===== src/rtl/mem_amo_pkg.sv =====
// Shared definitions for the atomic-capable SRAM bank slave.
//   - AXI5 ATOP field decode constants (same values as axi_pkg)
//   - amo_op_e   : internal atomic operation selector
//   - amo_state_e: controller FSM states
//   - amo_compute: width-generic atomic arithmetic on zero-extended words
package mem_amo_pkg;

  // atop[5:4]: transaction class
  localparam logic [1:0] ATOP_NONE        = 2'b00;
  localparam logic [1:0] ATOP_ATMSTORE    = 2'b01;
  localparam logic [1:0] ATOP_ATMLOAD     = 2'b10;
  localparam logic [1:0] ATOP_ATMSWAP_CMP = 2'b11;

  // Full encodings inside the swap/compare class
  localparam logic [5:0] ATOP_ATMSWAP = 6'b110000;
  localparam logic [5:0] ATOP_ATMCMP  = 6'b110001;

  // atop[2:0]: arithmetic op for store/load classes (atop[3] is endianness)
  localparam logic [2:0] ATOP_ADD  = 3'b000;
  localparam logic [2:0] ATOP_CLR  = 3'b001;
  localparam logic [2:0] ATOP_EOR  = 3'b010;
  localparam logic [2:0] ATOP_SET  = 3'b011;
  localparam logic [2:0] ATOP_SMAX = 3'b100;
  localparam logic [2:0] ATOP_SMIN = 3'b101;
  localparam logic [2:0] ATOP_UMAX = 3'b110;
  localparam logic [2:0] ATOP_UMIN = 3'b111;

  // Arithmetic ops keep their atop[2:0] code so decode is a plain zero-extend.
  typedef enum logic [3:0] {
    AMO_ADD  = {1'b0, ATOP_ADD},
    AMO_CLR  = {1'b0, ATOP_CLR},
    AMO_EOR  = {1'b0, ATOP_EOR},
    AMO_SET  = {1'b0, ATOP_SET},
    AMO_SMAX = {1'b0, ATOP_SMAX},
    AMO_SMIN = {1'b0, ATOP_SMIN},
    AMO_UMAX = {1'b0, ATOP_UMAX},
    AMO_UMIN = {1'b0, ATOP_UMIN},
    AMO_SWAP = 4'h8
  } amo_op_e;

  typedef enum logic {
    IDLE   = 1'b0,
    AMO_WB = 1'b1
  } amo_state_e;

  // Widest bank the helper supports; callers zero-extend into this and
  // cast the result back to their own width, so unused upper logic folds away.
  localparam int unsigned AMO_MAX_W = 1024;
  typedef logic [AMO_MAX_W-1:0] amo_word_t;

  // Signed compare is done as an unsigned compare with the sign bit of the
  // real width flipped, which keeps the function independent of DataWidth.
  function automatic amo_word_t amo_compute(input amo_op_e     op,
                                            input amo_word_t   old,
                                            input amo_word_t   operand,
                                            input int unsigned width);
    amo_word_t sign_bit;
    amo_word_t result;
    logic      u_old_gt;
    logic      s_old_gt;
    sign_bit = amo_word_t'(1) << (width - 1);
    u_old_gt = old > operand;
    s_old_gt = (old ^ sign_bit) > (operand ^ sign_bit);
    case (op)
      AMO_ADD:  result = old + operand;
      AMO_CLR:  result = old & ~operand;
      AMO_EOR:  result = old ^ operand;
      AMO_SET:  result = old | operand;
      AMO_SMAX: result = s_old_gt ? old : operand;
      AMO_SMIN: result = s_old_gt ? operand : old;
      AMO_UMAX: result = u_old_gt ? old : operand;
      AMO_UMIN: result = u_old_gt ? operand : old;
      AMO_SWAP: result = operand;
      default:  result = old;
    endcase
    return result;
  endfunction

endpackage


===== src/rtl/mem_amo_alu.sv =====
// Combinational atomic ALU: computes the new word from the old SRAM word and
// the registered operand, then keeps the old byte wherever strb is 0.
// Ports:
//   op       in  atomic operation
//   old_data in  current SRAM word
//   operand  in  atomic operand
//   strb     in  byte enables
//   new_data out word to write back
module mem_amo_alu
  import mem_amo_pkg::*;
#(
  parameter  int unsigned DataWidth = 32,
  localparam int unsigned StrbWidth = DataWidth / 8
) (
  input  amo_op_e              op,
  input  logic [DataWidth-1:0] old_data,
  input  logic [DataWidth-1:0] operand,
  input  logic [StrbWidth-1:0] strb,
  output logic [DataWidth-1:0] new_data
);

  logic [DataWidth-1:0] result;

  assign result = DataWidth'(amo_compute(op, amo_word_t'(old_data),
                                         amo_word_t'(operand), DataWidth));

  // NOTE: every variable written here gets a value on every path (the loop
  // covers all bytes), so no latch can be inferred.
  always_comb begin
    for (int b = 0; b < StrbWidth; b++) begin
      new_data[8*b +: 8] = strb[b] ? result[8*b +: 8] : old_data[8*b +: 8];
    end
  end

endmodule


===== src/rtl/mem_amo_sram.sv =====
// Single-bank memory-stream slave in front of a 1-cycle-read SRAM macro.
// Plain reads/writes pass straight through at one per cycle; AXI5 atomics
// read in IDLE and write back the merged result in AMO_WB (grant low there).
// Every grant produces exactly one rvalid pulse one cycle later.
// Ports:
//   clk_i, rst_ni                  clock, async active-low reset
//   mem_req_i/mem_gnt_o            request handshake
//   mem_addr_i/wdata_i/strb_i      byte address, write data/operand, byte enables
//   mem_atop_i/mem_we_i            atomic opcode, write enable
//   mem_rvalid_o/mem_rdata_o       response (old value for atomics, 0 for writes)
//   sram_*                         SRAM macro interface
module mem_amo_sram
  import mem_amo_pkg::*;
#(
  parameter  int unsigned AddrWidth     = 32,
  parameter  int unsigned DataWidth     = 32,
  parameter  int unsigned NumWords      = 1024,
  localparam int unsigned StrbWidth     = DataWidth / 8,
  localparam int unsigned WordAddrWidth = $clog2(NumWords)
) (
  input  logic                     clk_i,
  input  logic                     rst_ni,
  input  logic                     mem_req_i,
  output logic                     mem_gnt_o,
  input  logic [AddrWidth-1:0]     mem_addr_i,
  input  logic [DataWidth-1:0]     mem_wdata_i,
  input  logic [StrbWidth-1:0]     mem_strb_i,
  input  logic [5:0]               mem_atop_i,
  input  logic                     mem_we_i,
  output logic                     mem_rvalid_o,
  output logic [DataWidth-1:0]     mem_rdata_o,
  output logic                     sram_req_o,
  output logic                     sram_we_o,
  output logic [WordAddrWidth-1:0] sram_addr_o,
  output logic [DataWidth-1:0]     sram_wdata_o,
  output logic [StrbWidth-1:0]     sram_be_o,
  input  logic [DataWidth-1:0]     sram_rdata_i
);

  localparam int unsigned ByteOffset = $clog2(StrbWidth);

  amo_state_e               state_q, state_d;
  logic [1:0]               atop_kind;
  logic                     is_cmp, is_amo, is_write, granted;
  amo_op_e                  op_d, amo_op_q;
  logic [DataWidth-1:0]     amo_operand_q, amo_wdata;
  logic [StrbWidth-1:0]     amo_strb_q;
  logic [WordAddrWidth-1:0] req_word, amo_addr_q;
  logic                     rvalid_q, rdata_zero_q;
  logic                     unused_addr_bits;

  // Byte offset and bits above the bank depth are intentionally dropped.
  assign unused_addr_bits = ^mem_addr_i;
  assign req_word         = mem_addr_i[ByteOffset +: WordAddrWidth];

  // Compare is unsupported and degrades to a plain read, even with we=1.
  assign atop_kind = mem_atop_i[5:4];
  assign is_cmp    = (mem_atop_i == ATOP_ATMCMP);
  assign is_amo    = (atop_kind != ATOP_NONE) && !is_cmp;
  assign is_write  = (atop_kind == ATOP_NONE) && mem_we_i;
  assign op_d      = (atop_kind == ATOP_ATMSWAP_CMP) ? AMO_SWAP
                                                     : amo_op_e'({1'b0, mem_atop_i[2:0]});
  assign granted   = mem_req_i && mem_gnt_o;

  mem_amo_alu #(
    .DataWidth (DataWidth)
  ) u_alu (
    .op       (amo_op_q),
    .old_data (sram_rdata_i),
    .operand  (amo_operand_q),
    .strb     (amo_strb_q),
    .new_data (amo_wdata)
  );

  always_comb begin
    state_d      = state_q;
    mem_gnt_o    = 1'b0;
    sram_req_o   = 1'b0;
    sram_we_o    = 1'b0;
    sram_addr_o  = req_word;
    sram_wdata_o = mem_wdata_i;
    sram_be_o    = '0;
    case (state_q)
      IDLE: begin
        mem_gnt_o = 1'b1;
        if (mem_req_i) begin
          sram_req_o = 1'b1;
          sram_we_o  = is_write;
          if (is_write) sram_be_o = mem_strb_i;
          if (is_amo)   state_d   = AMO_WB;
        end
      end
      AMO_WB: begin
        // Old word arrives this cycle; write the merged result back now so a
        // request granted next cycle already sees it.
        sram_req_o   = 1'b1;
        sram_we_o    = 1'b1;
        sram_addr_o  = amo_addr_q;
        sram_wdata_o = amo_wdata;
        sram_be_o    = amo_strb_q;
        state_d      = IDLE;
      end
      default: state_d = IDLE;
    endcase
  end

  // NOTE: sequential state uses non-blocking assignments so every flop
  // samples pre-edge values regardless of statement order.
  always_ff @(posedge clk_i or negedge rst_ni) begin
    if (!rst_ni) begin
      state_q       <= IDLE;
      rvalid_q      <= 1'b0;
      rdata_zero_q  <= 1'b0;
      amo_op_q      <= AMO_ADD;
      amo_operand_q <= '0;
      amo_strb_q    <= '0;
      amo_addr_q    <= '0;
    end else begin
      state_q      <= state_d;
      rvalid_q     <= granted;
      rdata_zero_q <= granted && is_write;
      if (granted && is_amo) begin
        amo_op_q      <= op_d;
        amo_operand_q <= mem_wdata_i;
        amo_strb_q    <= mem_strb_i;
        amo_addr_q    <= req_word;
      end
    end
  end

  // Read data comes straight from the macro in the response cycle.
  assign mem_rvalid_o = rvalid_q;
  assign mem_rdata_o  = (rvalid_q && !rdata_zero_q) ? sram_rdata_i : '0;

endmodule


===== config.mk =====
export PLATFORM = sky130hd
export DESIGN_NAME = mem_amo_sram
export DESIGN_NICKNAME = d
export VERILOG_FILES = /design/src/rtl/mem_amo_pkg.sv /design/src/rtl/mem_amo_alu.sv /design/src/rtl/mem_amo_sram.sv
export SDC_FILE = /design/constraint.sdc
export NUM_CORES = 1
export LEC_CHECK = 0
export ABC_CLOCK_PERIOD_IN_PS = 8800
export BUFFER_PORTS_ARGS = -buffer_cell sky130_fd_sc_hd__buf_2
export CAP_MARGIN = 20
export CORE_MARGIN = 8
export CORE_UTILIZATION = 45
export DETAILED_ROUTE_END_ITERATION = 16
export PLACE_DENSITY = 0.66
export SKIP_CTS_REPAIR_TIMING = 1
export SLEW_MARGIN = 5
export SYNTH_ARGS = -nofsm -noshare
export SYNTH_HDL_FRONTEND = slang
export SYNTH_SLANG_ARGS = --single-unit

===== constraint.sdc =====
create_clock -name clk_i -period 8.8 [get_ports clk_i]
set_input_delay 1.76 -clock clk_i [delete_from_list [all_inputs] [get_ports clk_i]]
set_output_delay 1.76 -clock clk_i [all_outputs]
set_load 0.005 [all_outputs]

# Word level (Yosys, flattened, before mapping)
# Cells that the tools add are included.
dict set report classes {
  n_bitwise 7
  n_eq_ne 10
  n_addsub 1
  n_mux 24
  reduce_logical 11
  order_cmp 2
}
# op count
set ops {}
lappend ops {{case mux 32 bit (9 select lines)} 1}
lappend ops {{2-to-1 mux 32 bit} 6}
lappend ops {{greater-than comparator 32 bit} 2}
lappend ops {{adder 32 bit} 1}
lappend ops {{AND 32 bit} 1}
lappend ops {{2-to-1 mux 8 bit} 4}
lappend ops {{NOT 32 bit} 1}
lappend ops {{bitwise OR 32 bit} 1}
lappend ops {{XOR 32 bit} 1}
lappend ops {{equality test 4 x 3 -> 1 bit, second input constant} 4}
lappend ops {{2-to-1 mux 4 bit} 3}
lappend ops {{2-to-1 mux 10 bit} 1}
lappend ops {{equality test 4 x 2 -> 1 bit, second input constant} 2}
lappend ops {{case mux 4 bit (2 select lines)} 1}
lappend ops {{equality test 6 bit, second input constant} 1}
lappend ops {{logical AND 1 bit} 6}
lappend ops {{case mux 1 bit (2 select lines)} 3}
lappend ops {{2-to-1 mux 1 bit} 5}
lappend ops {{equality test 4 x 1 -> 1 bit, second input constant} 1}
lappend ops {{equality test 4 bit, second input constant} 1}
lappend ops {{logical NOT 4 bit} 1}
lappend ops {{NOT 1 bit} 3}
lappend ops {{equality test 2 bit, second input constant} 1}
lappend ops {{logical NOT 1 bit} 2}
lappend ops {{other kinds (2)} 2}
dict set report word_totals {
  ff_bits 53
  word_cells 62
  out_inout_bits 82
  input_bits 110
}

# Longest topological paths before layout
# Gate-level depths: netlist of the first run.
dict set report logic_depth {
  depth_word 6
  depth_mapped 14
}

# Modules after synthesis
# Synthesis of the first run repeated with hierarchy kept, for this count alone.
dict set report hier_totals {
  hier_cells 1004
  hier_area_um2 8049.0
}
# module seq_area_each_um2 n_inst area_each_um2 cells_per_inst
set by_module_without_submodules {}
lappend by_module_without_submodules {mem_amo_alu 0.0 1 5042.3 782}
lappend by_module_without_submodules {mem_amo_sram 1326.3 1 3006.6 222}

# Worst setup path after synthesis of the first run
# No wires, ideal clock.
dict set report synth_path {
  path_kind {input -> output}
  start {input port sram_rdata_i[30]}
  end {output port sram_wdata_o[11]}
  t_required_ps 7040
  t_arrival_ps 4690
  setup_slack_ps 2350
  stages 13
  n_path_buf 2
  path_cell_list {inv_1 ha_1 or3_1 or4_4 or4_4 buf_6 xnor2_2 o41a_2 o21ai_2 nand2_2 buf_6 a221oi_2 o31ai_2}
}
dict set report synth_between {
  elab_chain_cells 5
}
# element line
set synth_rtl {}
lappend synth_rtl {{from (decl)} mem_amo_sram.sv:37} ;# input logic [DataWidth-1:0] sram_rdata_i
lappend synth_rtl {{greater-than comparator 32 bit (on tied branches)} {mem_amo_pkg.sv:62, mem_amo_pkg.sv:63}}
lappend synth_rtl {{2-to-1 mux 32 bit (on tied branches)} -}
lappend synth_rtl {{case mux 32 bit (9 select lines) *} mem_amo_pkg.sv:64} ;# case (op)
lappend synth_rtl {{2-to-1 mux 8 bit *} mem_amo_alu.sv:31} ;# new_data[8*b +: 8] = strb[b] ? result[8*b +: 8] : old_data[8*b +: 8];
lappend synth_rtl {{2-to-1 mux 32 bit *} mem_amo_sram.sv:83} ;# case (state_q)
lappend synth_rtl {{to (decl)} mem_amo_sram.sv:35} ;# output logic [DataWidth-1:0] sram_wdata_o,
# Mark *: on every way between the ends. The rest lies on a longest branch, timed or not.

# Worst setup path in the final report of the first run
dict set report layout_path {
  start {input port sram_rdata_i[30]}
  end {output port sram_wdata_o[1]}
}
# Same word-level chain as after synthesis.

==> results.yml, run 1 <==
critical_path:
  path_buf_inv: 3
  path_class: "input pin to output pin"
  path_cells: "buf_2 > inv_1 > ha_1 > or3_1 > or4_4 > or4_4 > xnor2_2 > o41a_2 > o21ai_2 > nand2_2 > a211oi_1 > o41ai_2 > buf_2"
  r2r_start: "state_q"
  cp_max_fo: 21
  slowest_stage: "or4_4"
  critical_path_arrival_ps: 5820
  crit_path_max_incr_delay_ps: 600
  crit_family: "simple AND/OR/NAND/NOR gates"
  crit_path_start: "sram_rdata_i[30]"
  crit_path_start_kind: "input pin"
  cp.required_ps: 7040
  endpoint_kind: "output pin"
final_layout:
  final_area_sq_mm: 0.00873
  fillers: 1712
  syn2layout_area_growth_pct: 14.5
  multi_input_area_sq_mm: 0.00574
  regArea_sq_mm: 0.00133
  diodes: 0
  layout-drive-gt1-share_pct: 21.8
  finalNonFillerCells: 1369
  nNetsFinal: 1356
synth:
  yosys_warnings: 0
  async_reset_ff_share_pct: 100
  synth_edf_count: 0
  yosys_register_bits: 53
  avgSynthCellArea_sq_um: 7.43
  ys.flop_type: "dfrtp_1"
  syn-num-nets: 1234
  synthesis.area_sq_mm: 0.00762
  netlist_instances: 1026
  ys_seq_area_share_pct: 17.4
  synthDistinctLibCells: 79
clocking:
  cts_root_buf: "clkbuf_16"
  cts_buffer_depth: 2
  cts_made_buffers: 5
  path_clk_slew_ps: 90
  cts_tree: "built"
  cts_sinks: 53
  clk_latency_ps: 320
  htreeDepth: 2
timing:
  maxSlewHeadroom_pct: 33.2
  worst_slew_pin_slew_ps: 999
  whs_ps: 510
  fin_ws_ps: 1220
  rsz0062_at_grt: "no"
  finalCritPeriodShare_pct: 86.2
  finalSetupTns_ps: 0
  finalCriticalPeriod_ps: 7580
  finalClockSkew_ps: 10.4
  finalHoldViolCount: 0
  fmax_mhz: 132
  slew_viol_final: 0
  setup_viol: 0
power_and_ir_drop:
  leakage_nw: 4.14
  max-vdd-ir-drop_uv: 129
  p_per_area_mw_per_mm2: 165
global_routing:
  overflow: 0
  grt_pass1_wl_mm: 42.0
  first_global_vias: 7770
  antenna_found_initial: 0
  grt_start_max_net_pins: 67
  grt_use_total_pct: 24.1
placed_design:
  hpwl_mm: 19.3
  place_ws_ps: 1270
  dpl_cell_area_sq_mm: 0.00858
  placed_cells: 1361
  port_buffers: 169
  gp_congestion: 0.898
drt:
  wl_per_cell_um: 19.5
  drc_errors: 0
  postRouteWirelength_mm: 26.7
  antenna_left: 0
  vias: 8135
  vias_per_cell: 5.94
  drt_iter0_drc: 694
  dr.pass1.iters: 5
min_path:
  worstHoldPathType: "flip-flop to flip-flop"
  min-delay-start: "amo_addr_q[5]"
outcome:
  outcome: "complete, no violations"
flow_run:
  drv_cap: 0
die:
  fp.dieH_um: 146
  start_util_pct: 46.0
  fp.dieW_um: 146
  rows: 47
  pin_count: 192
  core_area_sq_mm: 0.0166
  dieArea_sq_mm: 0.0214
## layout make-up
class / instances / area share (%)
Clock inverter: 3 / 0.330
Timing Repair Buffer: 180 / 10.6
Inverter: 82 / 3.53
Tap cell: 220 / 3.15
Clock buffer: 5 / 1.43
Multi-Input combinational cell: 826 / 65.7
Sequential cell: 53 / 15.2
## cell usage in the layout, fill, tap and decap left out, types with 17 or more instances in the layout
cell type / n
dfrtp_1: 52
inv_1: 81
and2_1: 42
a21o_1: 17
nand2_1: 112
buf_2: 169
a21oi_1: 84
mux2_2: 25
ha_1: 97
nor2_1: 64
o21ai_0: 105
## cell usage after synthesis (14+ instances only)
| library cell | instances | area, sq um |
|---|---|---|
| nor2_1 | 66 | 248 |
| ha_1 | 97 | 1210 |
| a21oi_1 | 84 | 420 |
| xnor2_1 | 15 | 131 |
| and2_1 | 42 | 263 |
| a31oi_1 | 14 | 87.6 |
| a21o_1 | 17 | 128 |
| o21ai_0 | 105 | 526 |
| inv_1 | 81 | 304 |
| dfrtp_1 | 53 | 1330 |
| clkbuf_1 | 51 | 191 |
| o22ai_1 | 15 | 93.8 |
| mux2_2 | 25 | 282 |
| nand3_1 | 15 | 75.1 |
| nand2_1 | 112 | 420 |
## registers in the layout (all words and copies together) (netlist names)
signal / flops
amo_addr_q: 10
amo_op_q: 4
amo_strb_q: 4
mem_rvalid_o: 1
amo_operand_q: 32
rdata_zero_q: 1
state_q: 1
## cells by family (layout without fill, tap and decap cells)
| family | after synthesis | count (layout) | share of synthesized area [%] |
|---|---|---|---|
| multiplexers | 31 | 31 | 4.65 |
| adder cells (fa/ha/maj) | 98 | 98 | 16.2 |
| buffers and inverters | 147 | 270 | 7.63 |
| XOR/XNOR | 26 | 26 | 3.09 |
| AO/OA/AOI/OAI | 363 | 363 | 31.6 |
| flip-flops | 53 | 53 | 17.4 |
| AND/OR/NAND/NOR | 308 | 308 | 19.4 |
## worst paths after layout
kind,to,slack (ps),cells past startpoint
max,sram_wdata_o[1],1220,13
min,amo_addr_q[5],510,1
max reg2reg,amo_addr_q[8],5700,6
min reg2reg,amo_addr_q[5],510,1
max in group asynchronous,state_q,6620,2
min in group asynchronous,amo_operand_q[22],1600,2
## where the power goes
group | leakage (nW) | internal, mW | switching, mW | total [mW]
clock | 0.0763 | 0.110 | 0.120 | 0.230
combinational | 3.41 | 0.333 | 0.560 | 0.893
sequential | 0.645 | 0.284 | 0.0375 | 0.322
## layer usage
layer | up-vias | routed length, um | global-route usage [%] | share of wire, %
met1 | 3831 | 11900 | 31.3 | 44
met5 | - | 0 | 0 | 0
met4 | 0 | 510 | 6.96 | 1.9
li1 | 3926 | - | - | -
met2 | 340 | 12200 | 39.4 | 45
met3 | 38 | 2220 | 5.19 | 8.3
## through the flow
step / power (mW) / utilization, %
after floorplan: 0.926 / -
after global placement: 1.19 / 51.7
after detailed placement: 1.20 / 51.7
after CTS: 1.44 / 52.6
after global routing: 1.55 / 52.6
final: 1.44 / 52.6
No activity file was read; power rests on OpenSTA's default activity.
==> run 2: changes to the inputs <==
--- a/config.mk
+++ b/config.mk
@@ -8,11 +8,13 @@
 export ABC_CLOCK_PERIOD_IN_PS = 8800
 export BUFFER_PORTS_ARGS = -buffer_cell sky130_fd_sc_hd__buf_2
 export CAP_MARGIN = 20
+export CORE_ASPECT_RATIO = 0.75
 export CORE_MARGIN = 8
 export CORE_UTILIZATION = 45
 export DETAILED_ROUTE_END_ITERATION = 16
 export PLACE_DENSITY = 0.66
 export SKIP_CTS_REPAIR_TIMING = 1
+export SKIP_LAST_GASP = 1
 export SLEW_MARGIN = 5
 export SYNTH_ARGS = -nofsm -noshare
 export SYNTH_HDL_FRONTEND = slang
==> results.yml, run 2 (synthesis gave the netlist of run 1 again) <==
outcome:
  outcome: "complete, no violations"
power_and_ir_drop:
  clock_power_share_pct: 15.9
  p_comb_share_pct: 61.7
  max-vdd-ir-drop_uv: 101
  power.net_switching_mw: 0.727
  p_seq_share_pct: 22.4
  fin_total_pwr_mw: 1.46
  leakage_nw: 4.15
  p_int_mw: 0.729
  sw_frac_of_total_pct: 49.9
  p_per_area_mw_per_mm2: 167
final_layout:
  layout_common_cells: "buf_2, nand2_1, o21ai_0"
  final_common_cell: "buf_2"
  nNetsFinal: 1358
  layout-drive-gt1-share_pct: 21.8
  syn2layout_area_growth_pct: 14.6
  largest_register_ff_count: 32
  top_register: "amo_operand_q"
  fillers: 1708
  reg.largest.list: "amo_operand_q: 32 flops, amo_addr_q: 10 flops"
  diodes: 0
timing:
  maxSlewHeadroom_pct: 29.2
  slew_viol_final: 0
  finalCriticalPeriod_ps: 7470
  finalSetupTns_ps: 0
  fmax_mhz: 134
  finalCritPeriodShare_pct: 84.9
  setup_viol: 0
  finalHoldViolCount: 0
  rsz0062_at_grt: "no"
  finalClockSkew_ps: 8.04
  worst_slew_pin_slew_ps: 1060
min_path:
  hold_depth: 1
  worstHoldPathType: "flip-flop to flip-flop"
critical_path:
  cp_max_fo: 9
  endpoint_kind: "output pin"
  crit_path_start_kind: "input pin"
  path_class: "input pin to output pin"
  r2r_cells: 6
  cp.required_ps: 7040
  critical_path_arrival_ps: 5710
drt:
  drc_errors: 0
  wl_met1_mm: 12.6
  vias: 8162
  postRouteWirelength_mm: 27.3
  antenna_left: 0
  wl_met2_mm: 11.6
  drt_iter0_drc: 876
  wl_per_cell_um: 20.0
  highest_layer: "met4"
  met3_wirelength_mm: 2.72
  dr.pass1.iters: 6
  vias_per_cell: 5.98
placed_design:
  gp_congestion: 0.919
  hpwl_mm: 20.1
  port_buffers: 169
die:
  fp.dieW_um: 166
  fp.dieH_um: 129
  pin_count: 192
  dieArea_sq_mm: 0.0214
  rows: 41
  start_util_pct: 45.6
  core_area_sq_mm: 0.0167
global_routing:
  first_global_vias: 7733
  grt_start_max_net_pins: 69
  antenna_found_initial: 0
  overflow: 0
  grt_pass1_wl_mm: 42.7
  grt_use_total_pct: 24.6
clocking:
  cts_made_buffers: 5
  clk_latency_ps: 330
  cts_buffer_depth: 2
  htreeDepth: 2
  cts_sinks: 53
  path_clk_slew_ps: 80
  cts_root_buf: "clkbuf_16"
  cts_tree: "built"
flow_run:
  drv_cap: 0
==> run 2: path summary, 6_finish.rpt <==
check / slack (ps) / to / start
max in group asynchronous: 6680 / state_q / rst_ni
min in group asynchronous: 1580 / amo_operand_q[18] / rst_ni
worst max register to register: 5650 / amo_strb_q[3] / state_q
worst min register to register: 510 / amo_addr_q[6] / amo_addr_q[6]
worst min-delay path: 510 / amo_addr_q[6] / amo_addr_q[6]
worst max-delay path: 1330 / sram_wdata_o[0] / sram_rdata_i[30]
==> run 2: area by class of cell <==
cell class / count / area (sq um) / area share (%)
Inverter: 82 / 308 / 3.52
Multi-Input combinational cell: 826 / 5740 / 65.6
Sequential cell: 53 / 1330 / 15.2
Clock inverter: 3 / 28.8 / 0.329
Timing Repair Buffer: 182 / 943 / 10.8
Clock buffer: 5 / 125 / 1.43
Tap cell: 215 / 269 / 3.08
==> run 2: worst max-delay path, stage by stage <==
cell and delay, ps:
buf_2 140, inv_1 60, ha_1 410, or3_1 420
or4_4 470, or4_4 600, o31a_1 200, xnor2_1 680
o21ai_0 440, a2bb2oi_1 300, a21oi_1 90, buf_2 150
==> run 2: metrics by stage <==
stage | util, % | area [sq um] | setup slack [ps] | hold WS (ps) | cells
floorplan | - | 7620 | 2350 | 475 | 1026
global placement | 51.3 | 8580 | 1380 | 484 | 1358
detailed placement | 51.3 | 8580 | 1340 | 490 | 1358
CTS | 52.2 | 8740 | 1330 | 511 | 1366
global route | 52.2 | 8740 | 1120 | 529 | 1366
finish | 52.2 | 8740 | 1330 | 507 | 1366
==> run 2: power by group through the flow <==
stage          logic (mW)  registers, mW  clock network (mW)
2_1_floorplan       0.611          0.315                   0
3_3_place_gp        0.868          0.329                   0
3_5_place_dp        0.877          0.330                   0
4_1_cts             0.883          0.326               0.234
5_1_grt             0.981          0.332               0.245
6_report            0.899          0.327               0.231
==> run 2: metal layers <==
| layer | vias up | global-route usage (%) |
|---|---|---|
| li1 | 3936 | - |
| met3 | 34 | 7.19 |
| met1 | 3818 | 33.9 |
| met4 | 0 | 3.91 |
| met5 | - | 0 |
| met2 | 374 | 38.3 |
==> run 3: changes to the inputs <==
--- a/config.mk
+++ b/config.mk
@@ -5,14 +5,14 @@
 export SDC_FILE = /design/constraint.sdc
 export NUM_CORES = 1
 export LEC_CHECK = 0
-export ABC_CLOCK_PERIOD_IN_PS = 8800
+export ABC_CLOCK_PERIOD_IN_PS = 6610
 export BUFFER_PORTS_ARGS = -buffer_cell sky130_fd_sc_hd__buf_2
 export CAP_MARGIN = 20
 export CORE_ASPECT_RATIO = 0.75
 export CORE_MARGIN = 8
 export CORE_UTILIZATION = 45
 export DETAILED_ROUTE_END_ITERATION = 16
-export PLACE_DENSITY = 0.66
+export PLACE_DENSITY = 0.69
 export SKIP_CTS_REPAIR_TIMING = 1
 export SKIP_LAST_GASP = 1
 export SLEW_MARGIN = 5
==> constraint.sdc (replaced) <==
create_clock -name clk_i -period 6.61 [get_ports clk_i]
set_input_delay 1.322 -clock clk_i [delete_from_list [all_inputs] [get_ports clk_i]]
set_output_delay 1.322 -clock clk_i [all_outputs]
set_load 0.005 [all_outputs]
==> results.yml, run 3 (synthesis gave the netlist of run 1 again) <==
outcome:
  outcome: "complete, no violations"
clocking:
  cts_root_buf: "clkbuf_16"
  clk_latency_ps: 330
  htreeDepth: 2
  cts_buffer_depth: 2
  path_clk_slew_ps: 90
  cts_sinks: 53
  cts_tree: "built"
  cts_made_buffers: 5
final_layout:
  syn2layout_area_growth_pct: 16.1
  multi_input_area_sq_mm: 0.00574
  fillers: 1657
  regArea_sq_mm: 0.00133
  final_common_cell: "buf_2"
  top_register: "amo_operand_q"
  layout-drive-gt1-share_pct: 22.8
  largest_register_ff_count: 32
  final_core_util_pct: 52.9
  final_area_sq_mm: 0.00885
  diodes: 0
  layout_common_cells: "buf_2, nand2_1, o21ai_0"
  reg.largest.list: "amo_operand_q: 32 flops, amo_addr_q: 10 flops"
  nNetsFinal: 1371
critical_path:
  crit_path_start: "sram_rdata_i[29]"
  crit_family: "simple AND/OR/NAND/NOR gates"
  critical_path_arrival_ps: 4830
  r2r_start: "state_q"
  crit_path_max_incr_delay_ps: 610
  slowest_stage: "or4_4"
  path_cells: "buf_2 > inv_1 > ha_1 > or3_1 > or4_4 > or4_4 > xnor2_2 > o41a_2 > o21ai_2 > buf_4 > a21oi_1 > o31ai_1 > a311oi_1 > buf_2"
  path_class: "input pin to output pin"
  path_buf_inv: 4
  endpoint_kind: "output pin"
  worst-r2r-setup-slack_ps: 3710
  crit_path_start_kind: "input pin"
  cp.required_ps: 5290
  cp_max_fo: 8
timing:
  fmax_mhz: 162
  rsz0062_at_grt: "no"
  finalHoldViolCount: 0
  finalCriticalPeriod_ps: 6150
  finalCritPeriodShare_pct: 93.1
  setup_viol: 0
  fin_ws_ps: 455
  slew_viol_final: 0
  finalSetupTns_ps: 0
  finalClockSkew_ps: 17.1
  maxSlewHeadroom_pct: 26.6
  worst_slew_pin_slew_ps: 1100
drt:
  vias: 8354
  antenna_left: 0
  vias_per_cell: 6.06
  drt_iter0_drc: 922
  wl_per_cell_um: 20.5
  postRouteWirelength_mm: 28.2
  dr.pass1.iters: 6
  drc_errors: 0
die:
  fp.dieW_um: 166
  dieArea_sq_mm: 0.0214
  fp.dieH_um: 129
  core_area_sq_mm: 0.0167
  start_util_pct: 45.6
  pin_count: 192
  rows: 41
power_and_ir_drop:
  leakage_nw: 4.21
  p_per_area_mw_per_mm2: 224
  fin_total_pwr_mw: 1.98
  max-vdd-ir-drop_uv: 159
global_routing:
  grt_start_max_net_pins: 54
  grt_pass1_wl_mm: 43.3
  first_global_vias: 7740
  overflow: 0
  antenna_found_initial: 0
  grt_use_total_pct: 25.2
min_path:
  worstHoldPathType: "flip-flop to flip-flop"
  min-delay-start: "amo_addr_q[3]"
flow_run:
  drv_cap: 0
placed_design:
  port_buffers: 169
  dpl_cell_area_sq_mm: 0.00870
  place_ws_ps: 526
  gp_congestion: 0.972
  hpwl_mm: 20.8
run 3: metal layers:
metal | vias up | share of wire, % | track usage (%)
met3 | 40 | 11 | 6.55
li1 | 3954 | - | -
met4 | 0 | 1.6 | 5.65
met2 | 469 | 41 | 37.1
met5 | - | 0 | 0
met1 | 3891 | 46 | 36.2
run 3: final cells by class:
| cell class | count | area share, % |
|---|---|---|
| Clock buffer | 5 | 1.41 |
| Clock inverter | 3 | 0.325 |
| Inverter | 82 | 3.48 |
| Multi-Input combinational cell | 826 | 64.8 |
| Sequential cell | 53 | 15.0 |
| Tap cell | 215 | 3.04 |
| Timing Repair Buffer | 195 | 11.9 |
run 3: per-stage QoR:
stage,instances,hold slack [ps]
4_1_cts,1379,509
3_5_place_dp,1371,491
3_3_place_gp,1371,485
2_1_floorplan,1026,475
5_1_grt,1379,527
6_report,1379,511
run 3: path summary, 6_finish.rpt:
| kind | endpoint | cells after the start |
|---|---|---|
| setup reg to reg | amo_operand_q[19] | 5 |
| hold reg to reg | amo_addr_q[3] | 1 |
| min in group asynchronous | amo_operand_q[20] | 2 |
| hold / removal | amo_addr_q[3] | 1 |
| setup / recovery | sram_wdata_o[13] | 14 |
| max in group asynchronous | state_q | 2 |
run 3: report_power, final:
part	total [mW]	switching (mW)	internal (mW)
combinational	1.22	0.754	0.470
sequential	0.447	0.0692	0.378
clock	0.313	0.166	0.147
